<file path="config.mk">
export PLATFORM = sky130hd
export DESIGN_NAME = mem_arbiter
export DESIGN_NICKNAME = d
export VERILOG_FILES = /design/src/rtl/mem_arbiter_pkg.sv /design/src/rtl/mem_arbiter_rr.sv /design/src/rtl/mem_arbiter.sv
export SDC_FILE = /design/constraint.sdc
export NUM_CORES = 1
export LEC_CHECK = 0
export BUFFER_PORTS_ARGS = -buffer_cell sky130_fd_sc_hd__buf_4
export CAP_MARGIN = 20
export CORE_ASPECT_RATIO = 1.25
export CORE_MARGIN = 3
export CORE_UTILIZATION = 35
export DETAILED_ROUTE_END_ITERATION = 10
export SLEW_MARGIN = 20
export SYNTH_ARGS = -nofsm -noshare
export SYNTH_HDL_FRONTEND = slang
export SYNTH_SLANG_ARGS = --single-unit
</file>
<file path="constraint.sdc">
create_clock -name clk -period 3.5 [get_ports clk]
set_clock_uncertainty 0.2 [all_clocks]
set_input_delay 1.05 -clock clk [delete_from_list [all_inputs] [get_ports clk]]
set_output_delay 1.05 -clock clk [all_outputs]
set_load 0.1 [all_outputs]
</file>
<file path="src/rtl/mem_arbiter_pkg.sv">
// Shared types and widths for the two-requester memory arbiter.
package mem_arbiter_pkg;

    localparam int ADDR_W  = 10;
    localparam int WDATA_W = 8;
    localparam int RDATA_W = 32;

    typedef enum logic [1:0] {IDLE, ISSUE, WAIT, RESP} arb_state_t;
    typedef enum logic {OP_RD, OP_WR} op_t;

    // Transaction latched when a requester wins arbitration.
    typedef struct packed {
        op_t                op;
        logic [ADDR_W-1:0]  addr;
        logic [WDATA_W-1:0] wdata;
    } txn_t;

endpackage

</file>
<file path="src/rtl/mem_arbiter_rr.sv">
// Two-input round-robin grant: on a tie the requester not granted last wins.
module rr_arbiter2 (
    input  logic [1:0] req_i,
    input  logic       last_grant_i,
    output logic       grant_o,
    output logic       valid_o
);

    always_comb begin
        valid_o = |req_i;
        grant_o = 1'b0;
        if (&req_i) begin
            grant_o = ~last_grant_i;
        end else begin
            grant_o = req_i[1];
        end
    end

endmodule

</file>
<file path="src/rtl/mem_arbiter.sv">
// Two-requester memory arbiter: round-robin grant, one outstanding memory
// transaction at a time, and a WAIT timeout that completes with an error pulse.
module mem_arbiter
    import mem_arbiter_pkg::*;
#(
    parameter int TIMEOUT_CYCLES = 16
) (
    input  logic               clk,
    input  logic               rst,
    input  logic               r0_rd_req,
    input  logic               r1_rd_req,
    input  logic               r0_wr_req,
    input  logic               r1_wr_req,
    input  logic [ADDR_W-1:0]  r0_addr,
    input  logic [ADDR_W-1:0]  r1_addr,
    input  logic [WDATA_W-1:0] r0_wdata,
    input  logic [WDATA_W-1:0] r1_wdata,
    output logic [RDATA_W-1:0] r0_rdata,
    output logic [RDATA_W-1:0] r1_rdata,
    output logic               r0_rd_ready,
    output logic               r1_rd_ready,
    output logic               r0_wr_ready,
    output logic               r1_wr_ready,
    output logic               r0_err,
    output logic               r1_err,
    output logic               cache_read_req_to_mem,
    output logic               cache_write_req_to_mem,
    output logic [ADDR_W-1:0]  AddressBus,
    output logic [WDATA_W-1:0] dInputBus,
    input  logic [RDATA_W-1:0] dOutputBus,
    input  logic               memoryRR,
    input  logic               memoryWR
);

    localparam int CNT_W = $clog2(TIMEOUT_CYCLES) + 1;

    arb_state_t              state_q, state_d;
    txn_t                    txn_q, txn_d;
    logic                    gnt_q, gnt_d;
    logic                    last_q, last_d;
    logic                    err_q, err_d;
    logic [CNT_W-1:0]        cnt_q, cnt_d;
    logic [1:0][RDATA_W-1:0] rdata_q, rdata_d;

    logic [1:0]              rd_req, any_req;
    logic [1:0][ADDR_W-1:0]  addr;
    logic [1:0][WDATA_W-1:0] wdata;
    logic                    win, win_vld;

    assign rd_req  = {r1_rd_req, r0_rd_req};
    assign any_req = rd_req | {r1_wr_req, r0_wr_req};
    assign addr    = {r1_addr, r0_addr};
    assign wdata   = {r1_wdata, r0_wdata};

    rr_arbiter2 u_rr (
        .req_i        (any_req),
        .last_grant_i (last_q),
        .grant_o      (win),
        .valid_o      (win_vld)
    );

    always_comb begin
        state_d = state_q;
        txn_d   = txn_q;
        gnt_d   = gnt_q;
        last_d  = last_q;
        err_d   = err_q;
        cnt_d   = cnt_q;
        rdata_d = rdata_q;
        unique case (state_q)
            IDLE: begin
                // A requester holding both rd and wr gets its read first.
                if (win_vld) begin
                    gnt_d       = win;
                    txn_d.op    = rd_req[win] ? OP_RD : OP_WR;
                    txn_d.addr  = addr[win];
                    txn_d.wdata = wdata[win];
                    err_d       = 1'b0;
                    state_d     = ISSUE;
                end
            end
            ISSUE: begin
                cnt_d   = '0;
                state_d = WAIT;
            end
            WAIT: begin
                cnt_d = cnt_q + 1'b1;
                if (txn_q.op == OP_RD && memoryRR) begin
                    rdata_d[gnt_q] = dOutputBus;
                    state_d        = RESP;
                end else if (txn_q.op == OP_WR && memoryWR) begin
                    state_d = RESP;
                end else if (cnt_d == CNT_W'(TIMEOUT_CYCLES)) begin
                    err_d   = 1'b1;
                    state_d = RESP;
                    if (txn_q.op == OP_RD) rdata_d[gnt_q] = '0;
                end
            end
            RESP: begin
                last_d  = gnt_q;
                state_d = IDLE;
            end
            default: state_d = IDLE;
        endcase
    end

    always_ff @(posedge clk or negedge rst) begin
        if (!rst) begin
            state_q <= IDLE;
            txn_q   <= '0;
            gnt_q   <= 1'b0;
            last_q  <= 1'b1;
            err_q   <= 1'b0;
            cnt_q   <= '0;
            rdata_q <= '0;
        end else begin
            state_q <= state_d;
            txn_q   <= txn_d;
            gnt_q   <= gnt_d;
            last_q  <= last_d;
            err_q   <= err_d;
            cnt_q   <= cnt_d;
            rdata_q <= rdata_d;
        end
    end

    always_comb begin
        cache_read_req_to_mem  = (state_q == ISSUE) && (txn_q.op == OP_RD);
        cache_write_req_to_mem = (state_q == ISSUE) && (txn_q.op == OP_WR);
        AddressBus  = (state_q == IDLE) ? '0 : txn_q.addr;
        dInputBus   = (state_q == IDLE) ? '0 : txn_q.wdata;
        r0_rd_ready = (state_q == RESP) && !gnt_q && (txn_q.op == OP_RD);
        r1_rd_ready = (state_q == RESP) &&  gnt_q && (txn_q.op == OP_RD);
        r0_wr_ready = (state_q == RESP) && !gnt_q && (txn_q.op == OP_WR);
        r1_wr_ready = (state_q == RESP) &&  gnt_q && (txn_q.op == OP_WR);
        r0_err      = (state_q == RESP) && !gnt_q && err_q;
        r1_err      = (state_q == RESP) &&  gnt_q && err_q;
        r0_rdata    = rdata_q[0];
        r1_rdata    = rdata_q[1];
    end

endmodule

</file>
==> run metrics <==
hold-fix buffers at CTS 0; Max FO, Critical Path 22; Cells after Synth 565; largest family of logic cells by synthesized area simple AND/OR/NAND/NOR gates; Chip Width 113.1 microns; syn_nets 646; initial DRC count 283; dpl hpwl 9.636 mm; maximum clock path buffer count 2; worst slew pin tran 0.8943 ns; initial antenna violation count 0; vias in the first global route 4513; setup TNS 0 ns; RSZ-0062 raised after global routing no; Hold Path Class reg -> reg; post-route setup slack 0.3107 ns; Synth Flop Type dfrtp_1; Max-slew headroom 0.4038; DRC Markers 0; crit path kind reg -> out; dominant cell type by area after synthesis dfrtp_1; multiplexer area fraction after synthesis 0.04210; DIE HEIGHT 139.9 microns; final clock period utilization by the worst path 0.9112; met3 Resource Use GR 0.05056; Routed WL per cell 15.77 microns; via count 4457; CTS tree done; cell with the most instances after synthesis nand2_1; antenna cells 0; Worst Setup SP state_q[0]; # rows 48; f_max 313.6 MHz; total CTS buffers 9; # port buffers 165; clock-pin slew on the worst setup and hold paths 0.07 ns; Reg2Reg Launch Point txn_q[18]; number of H-tree levels 3; Core Box Area 13930 sq um; layout cells sized above 1 0.3198; setup repair bufs after CTS 0; Worst EP arrival 1.94 ns; I/O pins 166; synthesized area 5022 sq um; area grow syn2layout 32.44%; Sink Count 93; Setup violations, final 0; Req. time, crit path 2.25 ns; Syn Area/Cell 8.889 sq um; antenna viol nets, final 0; post_cts resized 0; flops & latches, synth 93; max-cap violations 0; die area 15830 sq um; All-Layer GR Usage 0.1758; Slew Viols, Final 0; Initial Utilization 0.3605; DR vias/cell 5.019; Post-Synth Adder-Cell Area 0.01246; first drt pass iteration count 4; status complete, no violations; first-pass GRT wire length 22.83 mm; fill count 1351; worst hold start txn_q[2]; Nets 789; busiest grt layer met2; min cycle time layout 3.189 ns; Synth area leaders dfrtp_1 46%, nand2_1 16%, o211ai_2 7.2%, nor2b_1 5.6%, o211ai_1 5.2%; crit end category primary output; met1 Use GR 0.2324; Synth cell types 40; GPL Wtd Cong 0.7842; FF/Latch Area 2328 sq um; xor and xnor area share after synthesis 0; CP Launch Type register; Synth Area in Simple Gates 0.2668; Hold Vio Cnt, Final 0; Post-synth ARST share 1.000; Remaining Overflow, GRT 0; largest net degree at the start of global routing 65; pre-CTS setup slack 0.6456 ns; clk_lat worst skew 0.33 ns; root buf cell clkbuf_16; area of the multi-input gates 2465 sq um; Routed WL 14.01 mm; Compound-Gate Fraction of Synth Area 0.1657; Synth top area share 0.4584; top post-synthesis cells by count 219 x nand2_1, 92 x dfrtp_1, 45 x nor2b_1; Seq/Total Area, Yosys 0.4636; synth warn 0; Post-synth EDFFs 0; GR Layer Usage met2 0.2843
## sequential cells by signal, indices dropped and copies added (netlist names)
register	flops
err_q	1
r0_rdata	32
state_q	2
cnt_q	5
gnt_q	1
txn_q	19
last_q	1
r1_rdata	32
## layer usage
metal / share of wire / vias up
li1: - / 2157
met1: 0.42 / 2139
met2: 0.49 / 150
met3: 0.077 / 11
met4: 0.011 / 0
met5: 0 / -
## critical path: stages, from the launching register on
cell and delay [ns]:
dfrtp_1 0.42, inv_1 0.09, ha_1 0.68, nor2b_1 0.13, buf_4 0.27
## placed cells by master (no fill, tap or decap), types with 2 or more instances in the layout
cell        count
and3_1          2
clkinvlp_4      3
nand3_1         4
o211ai_2       29
o21ai_0        25
and2b_1         7
dfrtp_1        92
and2_1          2
ha_1            5
nand2_1       219
clkbuf_8        3
nor2b_1        45
nand2b_1        2
clkbuf_16       9
a21oi_1         4
o211ai_1       35
buf_4         172
mux2i_1        20
and3b_1         2
nor2_1          2
inv_1           7
nor3b_1         2
## final timing paths
kind                            slack [ns]  cells after the start       endpoint
worst max-delay path                  0.31                      4  AddressBus[7]
worst min-delay path                  0.27                      2       txn_q[2]
worst max register to register        1.01                      5     state_q[1]
worst min register to register        0.27                      2       txn_q[2]
max in group asynchronous             1.92                      2   r0_rdata[28]
min in group asynchronous             0.48                      1      txn_q[14]
## cell families after synthesis
family	Yosys count
AND/OR/NAND/NOR	296
AO/OA/AOI/OAI	101
flip-flops	93
buffers and inverters	49
multiplexers	21
adder cells (fa/ha/maj)	5
## final cells by class
type / count / area share
Clock buffer: 12 / 0.04007
Clock inverter: 4 / 0.004703
Inverter: 8 / 0.004515
Multi-Input combinational cell: 423 / 0.3706
Sequential cell: 93 / 0.3501
Tap cell: 175 / 0.03292
Timing Repair Buffer: 173 / 0.1971
## stage by stage
step                hold slack (ns)  cells  cell area [sq um]  utilization
floorplan                    0.2422    565               5027            -
global placement             0.2570    872               6346       0.4555
detailed placement           0.2683    872               6354       0.4560
CTS                          0.2839    888               6651       0.4774
global route                 0.3145    888               6651       0.4774
finish                       0.2726    888               6651       0.4774
Power is left out: the tool's default activity adds up to more than one toggle a clock period on the data nets, which glitch-free logic cannot reach.
